$ cat src/rtl/serial_paralelo_pkg.sv
// Shared PHY definitions for the receive deserializer: K28.5 comma codes,
// symbol framing constants and the aligner state encoding.
package serial_paralelo_pkg;

    localparam logic [9:0] K28_5_NEG = 10'h17C;
    localparam logic [9:0] K28_5_POS = 10'h283;

    localparam int unsigned SYM_BITS = 10;
    localparam logic [3:0]  LAST_BIT = 4'(SYM_BITS - 1);

    typedef enum logic [1:0] {
        ST_SEARCH = 2'd0,
        ST_CHECK  = 2'd1,
        ST_LOCKED = 2'd2
    } state_e;

    function automatic logic is_comma(input logic [9:0] sym,
                                      input logic [9:0] neg,
                                      input logic [9:0] pos);
        return (sym == neg) || (sym == pos);
    endfunction

endpackage

$ cat src/rtl/serial_paralelo_detector_coma.sv
// Combinational K28.5 detector: flags a 10-bit window equal to either
// running-disparity form of the comma.
module detector_coma
    import serial_paralelo_pkg::*;
#(
    parameter logic [9:0] COMMA_NEG = K28_5_NEG,
    parameter logic [9:0] COMMA_POS = K28_5_POS
) (
    input  logic [9:0] sym_i,
    output logic       match_o
);

    always_comb begin
        match_o = is_comma(sym_i, COMMA_NEG, COMMA_POS);
    end

endmodule

$ cat src/rtl/serial_paralelo.sv
// Receive deserializer: shifts in LSB-first serial bits, aligns symbol
// boundaries on K28.5 and reports lock after LOCK_COUNT boundary commas.
module serial_paralelo
    import serial_paralelo_pkg::*;
#(
    parameter logic [9:0]  COMMA_NEG  = K28_5_NEG,
    parameter logic [9:0]  COMMA_POS  = K28_5_POS,
    parameter int unsigned LOCK_COUNT = 4
) (
    input  logic       CLOCK,
    input  logic       RESET_L,
    input  logic       ENABLE,
    input  logic       IS,
    output logic [9:0] D_OUT,
    output logic       VALID,
    output logic       COMMA,
    output logic       ALIGNED
);

    localparam logic [2:0] LOCK_CNT = 3'(LOCK_COUNT);

    logic [9:0] sr_q, sr_d, sr_shift;
    logic [3:0] bit_cnt_q, bit_cnt_d;
    logic [2:0] comma_cnt_q, comma_cnt_d;
    logic [2:0] comma_cnt_inc;
    state_e     state_q, state_d;
    logic [9:0] dout_q, dout_d;
    logic       valid_q, valid_d;
    logic       comma_q, comma_d;
    logic       aligned_q, aligned_d;
    logic       match;
    logic       boundary;

    assign sr_shift      = {IS, sr_q[9:1]};
    assign comma_cnt_inc = comma_cnt_q + 3'd1;

    detector_coma #(
        .COMMA_NEG (COMMA_NEG),
        .COMMA_POS (COMMA_POS)
    ) u_detector_coma (
        .sym_i   (sr_shift),
        .match_o (match)
    );

    always_comb begin
        sr_d        = sr_q;
        bit_cnt_d   = bit_cnt_q;
        comma_cnt_d = comma_cnt_q;
        state_d     = state_q;
        dout_d      = dout_q;
        valid_d     = 1'b0;
        comma_d     = 1'b0;
        boundary    = 1'b0;

        if (ENABLE) begin
            sr_d      = sr_shift;
            boundary  = (bit_cnt_q == LAST_BIT) && (state_q != ST_SEARCH);
            bit_cnt_d = (bit_cnt_q == LAST_BIT) ? '0 : bit_cnt_q + 4'd1;

            case (state_q)
                ST_SEARCH: begin
                    if (match) begin
                        bit_cnt_d   = '0;
                        comma_cnt_d = 3'd1;
                        dout_d      = sr_shift;
                        valid_d     = 1'b1;
                        comma_d     = 1'b1;
                        state_d     = (LOCK_CNT <= 3'd1) ? ST_LOCKED : ST_CHECK;
                    end
                end
                ST_CHECK: begin
                    if (boundary) begin
                        dout_d  = sr_shift;
                        valid_d = 1'b1;
                        comma_d = match;
                        if (match) begin
                            comma_cnt_d = comma_cnt_inc;
                            if (comma_cnt_inc >= LOCK_CNT)
                                state_d = ST_LOCKED;
                        end
                    end else if (match) begin
                        // Off-boundary comma: restart framing from this symbol
                        bit_cnt_d   = '0;
                        comma_cnt_d = 3'd1;
                        dout_d      = sr_shift;
                        valid_d     = 1'b1;
                        comma_d     = 1'b1;
                    end
                end
                ST_LOCKED: begin
                    if (boundary) begin
                        dout_d  = sr_shift;
                        valid_d = 1'b1;
                        comma_d = match;
                    end else if (match) begin
                        bit_cnt_d   = '0;
                        comma_cnt_d = 3'd1;
                        dout_d      = sr_shift;
                        valid_d     = 1'b1;
                        comma_d     = 1'b1;
                        state_d     = ST_CHECK;
                    end
                end
                default: begin
                    state_d = ST_SEARCH;
                end
            endcase
        end

        aligned_d = (state_d == ST_LOCKED);
    end

    always_ff @(posedge CLOCK) begin
        if (!RESET_L) begin
            sr_q        <= '0;
            bit_cnt_q   <= '0;
            comma_cnt_q <= '0;
            state_q     <= ST_SEARCH;
            dout_q      <= '0;
            valid_q     <= 1'b0;
            comma_q     <= 1'b0;
            aligned_q   <= 1'b0;
        end else begin
            sr_q        <= sr_d;
            bit_cnt_q   <= bit_cnt_d;
            comma_cnt_q <= comma_cnt_d;
            state_q     <= state_d;
            dout_q      <= dout_d;
            valid_q     <= valid_d;
            comma_q     <= comma_d;
            aligned_q   <= aligned_d;
        end
    end

    assign D_OUT   = dout_q;
    assign VALID   = valid_q;
    assign COMMA   = comma_q;
    assign ALIGNED = aligned_q;

endmodule
$ cat config.mk
export PLATFORM = sky130hd
export DESIGN_NAME = serial_paralelo
export DESIGN_NICKNAME = d
export VERILOG_FILES = /design/src/rtl/serial_paralelo_pkg.sv /design/src/rtl/serial_paralelo_detector_coma.sv /design/src/rtl/serial_paralelo.sv
export SDC_FILE = /design/constraint.sdc
export NUM_CORES = 1
export LEC_CHECK = 0
export CORE_UTILIZATION = 25
export DETAILED_ROUTE_END_ITERATION = 7
export GPL_TIMING_DRIVEN = 0
export PLACE_DENSITY_LB_ADDON = 0.15
export SKIP_CTS_REPAIR_TIMING = 1
export SYNTH_ARGS = -nofsm -noshare
export SYNTH_HDL_FRONTEND = slang
export SYNTH_SLANG_ARGS = --single-unit
$ cat constraint.sdc
create_clock -name CLOCK -period 2.66 [get_ports CLOCK]
set_clock_uncertainty 0.2 [all_clocks]
set_input_delay 0.798 -clock CLOCK [delete_from_list [all_inputs] [get_ports CLOCK]]
set_output_delay 0.798 -clock CLOCK [all_outputs]
set_load 0.02 [all_outputs]
-- Word-level counts from Yosys, hierarchy flattened
Cells that the tools add are included.
- flip-flop bits (word level): 32
- input port bits: 4
- logic and storage cells: 53
- $add $sub $neg: 2
- order comparisons: 1
- equality and inequality tests: 8
- mux-type cells: 24
- reduce and logical (&&, ||, !) cells: 10
- operator list (operator ; number):
    $mux 10 ; 2
    $pmux 10 s2 ; 1
    $mux 2 ; 6
    $mux 3 ; 4
    $mux 4 ; 3
    $eq 10x10->1 const B ; 1
    $eq 10x9->1 const B ; 1
    $pmux 3 s3 ; 1
    $pmux 4 s2 ; 1
    $pmux 2 s3 ; 1
    $add 4x1->4 const B ; 1
    $eq 2x2->1 const B ; 2
    $eq 4x4->1 const B ; 1
    $pmux 1 s2 ; 2
    $reduce_and 2->1 ; 2
    $reduce_and 4->1 ; 1
    $reduce_bool 2->1 ; 2
    $add 3x1->3 const B ; 1
    $ge 3x3->1 const B ; 1
    $mux 1 ; 3
    $ne 3x3->1 const B ; 1
    $reduce_bool 3->1 ; 1
    $eq 2x1->1 const B ; 1
    $logic_not 2->1 ; 1
    other kinds (4) ; 4

-- Longest topological paths before layout
Gate-level depths: netlist of run 1.
- depth in word-level cells: 8
- gate-level depth with buffers: 8
- depth with buffers taken out: 7

-- Cells and area by module
From an unflattened synthesis of run 1, not the netlist that was laid out.
- cells, all modules: 166
- area total of the unflattened synthesis: 1581.5 µm²
- modules (own cells, without submodules) (module ; instances ; cells each ; area each (µm²)):
    serial_paralelo ; 1 ; 159 ; 1516.5
    detector_coma ; 1 ; 7 ; 65.1

-- Worst setup path after synthesis of run 1
Ideal clock, no wire load.
- kind: input -> register
- start: input port IS
- end: register aligned_q (netlist: ALIGNED)
- setup time: 116 ps
- arrival time: 2196 ps
- slack: 148 ps
- stages on the path: 7
- cell sequence: inv_1 > or4_1 > buf_2 > and2_1 > buf_6 > o32a_1 > o211a_1
- word-level cells in the longest chain between the ends: 7
- elaborated cells between the ends (all ways): 10
- those cells by class: eq/ne: 3; mux: 6; reduce/logical: 1
- RTL lines (item ; RTL line ; RTL):
    start, declared ; serial_paralelo.sv:13 ; input logic IS,
    $eq 10x9->1 or $eq 10x10->1 (tied branches) ; serial_paralelo_pkg.sv:20 ; return (sym == neg) || (sym == pos);
    $logic_or 1x1->1 (*) ; serial_paralelo_pkg.sv:20 ;
    $mux 2, on equally long branches ; serial_paralelo.sv:62, serial_paralelo.sv:95, serial_paralelo.sv:76 ;
    $mux 2, on equally long branches ; serial_paralelo.sv:91, serial_paralelo.sv:72 ;
    $pmux 2 s3 (*) ; serial_paralelo.sv:60 ; case (state_q)
    $mux 2 (*) ; serial_paralelo.sv:55 ; if (ENABLE) begin
    $eq 2x2->1 (*) ; serial_paralelo.sv:110 ; aligned_d = (state_d == ST_LOCKED);
    end signal, assigned ; serial_paralelo.sv:131 ; aligned_q <= aligned_d;
    end, declared ; serial_paralelo.sv:30 ; logic aligned_q, aligned_d;
Every way passes the cells marked *; elsewhere a longest branch is shown, timed or not.
A chain may end at the register's enable or synchronous reset.

-- Worst setup path after layout of run 1
- start: register sr_q[4]
- end: register aligned_q (netlist: ALIGNED)
- word-level cells in the longest chain between the ends: 7
- elaborated cells between the ends (all ways): 10
- those cells by class: eq/ne: 3; mux: 6; reduce/logical: 1
- RTL lines (item ; RTL line ; RTL):
    start, declared ; serial_paralelo.sv:22 ; logic [9:0] sr_q, sr_d, sr_shift;
    start signal, assigned ; serial_paralelo.sv:124 ; sr_q <= sr_d;
    $eq 10x9->1 or $eq 10x10->1 (tied branches) ; serial_paralelo_pkg.sv:20 ;
    $logic_or 1x1->1 (*) ; serial_paralelo_pkg.sv:20 ;
    $mux 2, on equally long branches ; serial_paralelo.sv:62, serial_paralelo.sv:95, serial_paralelo.sv:76 ;
    $mux 2, on equally long branches ; serial_paralelo.sv:91, serial_paralelo.sv:72 ;
    $pmux 2 s3 (*) ; serial_paralelo.sv:60 ;
    $mux 2 (*) ; serial_paralelo.sv:55 ;
    $eq 2x2->1 (*) ; serial_paralelo.sv:110 ;
Marks and branches as above.

==> flow_summary.ini, run 1 <==
[die]
dieArea_sq_um = 6270
start_util = 0.266
die_h_microns = 79.2
core_area_sq_um = 5610
die_w_microns = 79.2
row_count = 27
ioPinCount = 17

[synth]
synth-seq-cells = 31
ys_top_cells_by_area = dfxtp_1, mux2i_1, nor2_1
ys_seq_area_frac = 0.417
synth_nets = 174
synth_xor_area_frac = 0.00588
synth-main-ff-cell = dfxtp_1
syn_area_sq_um = 1490
synthAdderAreaFrac = 0.0420
synth_edf_count = 0
yosys.area.top_type = dfxtp_1
muxShareOfSynthArea = 0.121
synth_cells = 165
avgSynthCellArea_sq_um = 9.02
synth_top_family_by_area = simple AND/OR/NAND/NOR gates
synthDistinctLibCells = 39
synth_top_area_frac = 0.417
ys_warn_count = 0
synth_compound_gate_area_share = 0.150
async_flop_share = 0
yosys.area_share.simple = 0.222

[routing]
wl_microns = 3300
drc = 0
drt_iter0_markers = 27
num_vias = 1257
ant_nets = 0
viasPerCell = 4.80
drt-wirelength-per-cell_microns = 12.6
first_pass_iters = 4

[worst_setup_path]
path_class = register to register
r2r_slack_ns = 0.11
cp_common_cell = buf_6
cp.buffers_inverters = 2
worstReg2RegStart = sr_q[4]
arrival_ns = 2.52
critical-path-max-stage-delay_ns = 0.53
crit_fanout = 7
crit_family = simple AND/OR/NAND/NOR gates
worstPathCellList = or4_1, or4_4, buf_6, and2_1, buf_6, o32a_1, o211a_1
critPathRequiredTime_ns = 2.63
critPathCaptureType = register
rr_endpoint = ALIGNED
cp-start-kind = register
ff2ff_path_depth = 7
worst_path_max_delay_cell = or4_1

[placement]
place.gp.congestion = 0.845
dp_hpwl_microns = 2380
preCtsSetupSlack_ns = -0.505
io_buffers = 16
placed_area_sq_um = 1740

[power]
p_per_area_nw_per_um2 = 482
vdd_ir_drop_max_mv = 0.284
leakage_nw = 0.703
p_sw_uw = 195
power_frac_comb = 0.045
intPower_uw = 722
p_sw_frac = 0.213
p_seq_frac = 0.517
total_power_uw = 917
clock_power_share = 0.437

[clocking]
insertion_delay_ns = 0.28
clockBufferDepth = 2
clk_pin_slew_worst_paths_ns = 0.06
cts_tree = built
cts_root_buffer = clkbuf_8
htreeDepth = 2
clock-sinks = 31
numCtsBuffers = 5

[layout]
fill_cells = 606
final_cell_mix = dfxtp_1, nor2_1, mux2i_1, clkdlybuf4s50_1, a21oi_1
diodes = 0
synthToLayoutAreaGrowth_pct = 27.6
stdcell_area_sq_um = 1900
drive_above_1_share = 0.105
layout_commonest_cell = dfxtp_1
final_util = 0.339
layout.nets = 198

[outcome]
status = finished, final reports clean

[sta]
fin_crit_ns = 2.55
setup_slack_ns = 0.105
fmax_mhz = 391
rsz0062_at_grt = false
slew_violations = 0
final_hold_viol_count = 0
period_share = 0.960
worstMarginPinSlew_ns = 0.446
finalSetupViolCount = 0
max-slew-margin-rel = 0.702

[worst_hold_path]
min_to = D_OUT[8]
holdCritPathClass = register to register
min-delay-start = D_OUT[8]
hold_depth = 2

[run]
max_cap_viol_count = 0

[grt]
grt_start_max_net_pins = 11
grt_pass1_wl_microns = 5680
overflow = 0
grt_usage = 0.115
grt_pass1_vias = 1268
antenna_found_initial = 0
cells in the mapped netlist (3+ instances only):
cell	n
a31oi_1	3
nand2b_1	5
clkbuf_1	3
nor2b_1	3
nand2_1	8
nor2_1	20
ha_1	5
nor3_1	5
a21oi_1	12
nand3_1	4
inv_1	6
a211oi_1	3
dfxtp_1	31
o21ai_0	4
nor3b_1	3
mux2i_1	18
and2_1	3
metal layers:
| metal | global-route usage | vias to the layer above | routed length [microns] |
|---|---|---|---|
| li1 | - | 640 | - |
| met1 | 0.134 | 578 | 1490 |
| met2 | 0.194 | 31 | 1590 |
| met3 | 0.0333 | 8 | 166 |
| met4 | 0.0545 | 0 | 58 |
| met5 | 0 | - | 0 |
per-stage QoR:
stage	hold WS, ns	instances	TNS, ns
floorplan	0.253	165	0
global placement	0.266	253	-10.64
detailed placement	0.273	253	-10.74
CTS	0.284	261	-2.65
global route	0.313	262	0
finish	0.274	262	0
cell type report:
cell class,instances,area [sq um],area share
Multi-Input combinational cell,120,843,0.444
Tap cell,72,90.1,0.0474
Clock buffer,8,100,0.0527
Buffer,8,53.8,0.0283
Timing Repair Buffer,17,170,0.0895
Sequential cell,31,621,0.327
Inverter,6,22.5,0.0118
worst reg2reg max path: cells and delay by family (launching register included):
| kind | cells | cell delay (ns) |
|---|---|---|
| buffers and inverters | 2 | 0.28 |
| AOI/OAI and AO/OA | 2 | 0.44 |
| DFF | 1 | 0.34 |
| and+or+nand+nor | 3 | 1.19 |
cell families after synthesis:
kind of cell             after synthesis
adder cells (fa/ha/maj)                5
AND/OR/NAND/NOR                       62
XOR/XNOR                               1
buffers and inverters                 14
flip-flops                            31
AO/OA/AOI/OAI                         34
multiplexers                          18
sequential cells by signal, indices dropped and copies added, names as in the netlist:
name	cells
comma_cnt_q	3
sr_q	9
ALIGNED	1
COMMA	1
bit_cnt_q	4
state_q	2
D_OUT	10
VALID	1
power groups by stage:
stage	clock network [mW]	registers, mW	logic [mW]
after detailed placement	0	0.484	0.0417
after global placement	0	0.484	0.0414
final	0.401	0.474	0.0417
after floorplan	0	0.483	0.0279
after global routing	0.439	0.475	0.0464
after CTS	0.420	0.474	0.0418
worst max-delay path by stage:
stage	startpoint	end	slack (ns)	depth (start not counted)
floorplan	IS	ALIGNED	0.15	7
global placement	IS	comma_cnt_q[2]	-0.54	7
detailed placement	IS	comma_cnt_q[2]	-0.51	7
CTS	IS	comma_cnt_q[2]	-0.22	7
global route	sr_q[4]	ALIGNED	0.01	7
finish	sr_q[4]	ALIGNED	0.11	7
Power figures use the tool's default switching activity.
==> run 2, diff against run 1 <==
CAP_MARGIN = 20   (was default)
==> results of run 2 <==
Same layout as run 1: the final DEF is identical, and so are final timing and power.
==> run 3, diff against run 2 <==
PLACE_DENSITY = 0.49   (was default)
PLACE_DENSITY_LB_ADDON = default   (was 0.15)
==> run 3 against run 2 <==
Design area up 0.20%. Die area unchanged. Critical path depth unchanged. Utilization up 0.067 points. Global-route usage about the same. Fmax down 0.56%. First-iteration DRC count up 100%. Hold slack better by 0.012 ns. Critical path type unchanged.
==> flow_summary.ini, run 3 (synthesis results as in run 1) <==
[worst_setup_path]
critPathRequiredTime_ns = 2.63
arrival_ns = 2.54
critical-path-max-stage-delay_ns = 0.53
worstPathCellList = or4_1, or4_4, buf_6, and2_1, buf_6, o32a_1, o211a_1
path_class = register to register
ff2ff_path_depth = 7
worst_path_max_delay_cell = or4_1
critPathCaptureType = register
crit_fanout = 7
cp_common_cell = buf_6
cp-start-kind = register

[layout]
regArea_sq_um = 621
multi_input_area_sq_um = 832
layout.nets = 198
diodes = 0
synthToLayoutAreaGrowth_pct = 27.9
layout_commonest_cell = dfxtp_1
largest_reg_flops = 10
fill_cells = 620
final_cell_mix = dfxtp_1, nor2_1, mux2i_1, clkdlybuf4s50_1, a21oi_1
final_util = 0.340
drive_above_1_share = 0.105

[routing]
ant_nets = 0
viasPerCell = 4.78
first_pass_iters = 4
num_vias = 1252
drc = 0
drt_iter0_markers = 54
drt-wirelength-per-cell_microns = 12.5
wl_microns = 3270

[worst_hold_path]
holdCritPathClass = register to register
hold_depth = 2

[power]
clock_power_share = 0.481
vdd_ir_drop_max_mv = 0.256
power_frac_comb = 0.042
leakage_nw = 0.712
p_per_area_nw_per_um2 = 522
intPower_uw = 788
p_sw_frac = 0.208
p_seq_frac = 0.477
p_sw_uw = 207

[die]
die_h_microns = 79.2
die_w_microns = 79.2
core_area_sq_um = 5610
start_util = 0.266
row_count = 27
dieArea_sq_um = 6270
ioPinCount = 17

[outcome]
status = finished, final reports clean

[clocking]
clock-sinks = 31
cts_tree = built
numCtsBuffers = 5
htreeDepth = 2
insertion_delay_ns = 0.28
clk_pin_slew_worst_paths_ns = 0.07
clockBufferDepth = 2
cts_root_buffer = clkbuf_8

[sta]
period_share = 0.966
fin_crit_ns = 2.57
max-slew-margin-rel = 0.683
rsz0062_at_grt = false
timing.hold.ws_ns = 0.286
worstMarginPinSlew_ns = 0.475
slew_violations = 0
finalSetupViolCount = 0
final_hold_viol_count = 0
fmax_mhz = 389

[grt]
grt_pass1_vias = 1228
grt_pass1_wl_microns = 5580
antenna_found_initial = 0
overflow = 0
grt_usage = 0.115
grt_start_max_net_pins = 11

[placement]
dp_hpwl_microns = 2240
io_buffers = 16
place.gp.congestion = 0.773

[run]
max_cap_viol_count = 0
## run 3: final timing paths
kind	start	to	slack, ns
setup / recovery	sr_q[4]	ALIGNED	0.09
setup reg to reg	sr_q[4]	ALIGNED	0.09
hold reg to reg	D_OUT[8]	D_OUT[8]	0.29
hold / removal	D_OUT[8]	D_OUT[8]	0.29
## run 3: cell type report
class	instances	share of cell area
buffer	8	0.0283
clock buffer	6	0.0434
clock inverter	2	0.0184
inverter	6	0.0118
multi-input combinational	120	0.437
sequential	31	0.326
tap	72	0.0473
timing repair buffer	17	0.0880
## run 3: power groups by stage
stage / Clock (mW) / Combinational (mW) / Sequential, mW
finish: 0.479 / 0.0418 / 0.474
global route: 0.514 / 0.0462 / 0.475
CTS: 0.499 / 0.0417 / 0.473
detailed placement: 0 / 0.0416 / 0.484
global placement: 0 / 0.0418 / 0.484
floorplan: 0 / 0.0279 / 0.483
## run 3: per-layer routing
layer | up-vias | track usage | part of all wire
met2 | 22 | 0.185 | 0.42
li1 | 639 | - | -
met4 | 0 | 0.0473 | 0.018
met1 | 583 | 0.142 | 0.51
met3 | 8 | 0.0333 | 0.043
met5 | - | 0 | 0
## run 3: critical path: cells and delay by family (launching register included)
kind | cells | cell delay [ns]
compound gates | 2 | 0.45
buf+inv | 2 | 0.28
flops | 1 | 0.35
simple gates | 3 | 1.18
## run 3: metrics by stage
| step | total power [mW] | setup WS, ns | instance area [sq um] | TNS, ns | instances |
|---|---|---|---|---|---|
| 3_5_place_dp | 0.526 | -0.527 | 1740 | -11.03 | 253 |
| 4_1_cts | 1.01 | -0.216 | 1860 | -2.78 | 261 |
| 6_report | 0.995 | 0.0907 | 1900 | 0 | 262 |
| 5_1_grt | 1.03 | 0.0127 | 1900 | 0 | 262 |
| 3_3_place_gp | 0.526 | -0.523 | 1740 | -11.19 | 253 |
| 2_1_floorplan | 0.511 | 0.148 | 1490 | 0 | 165 |
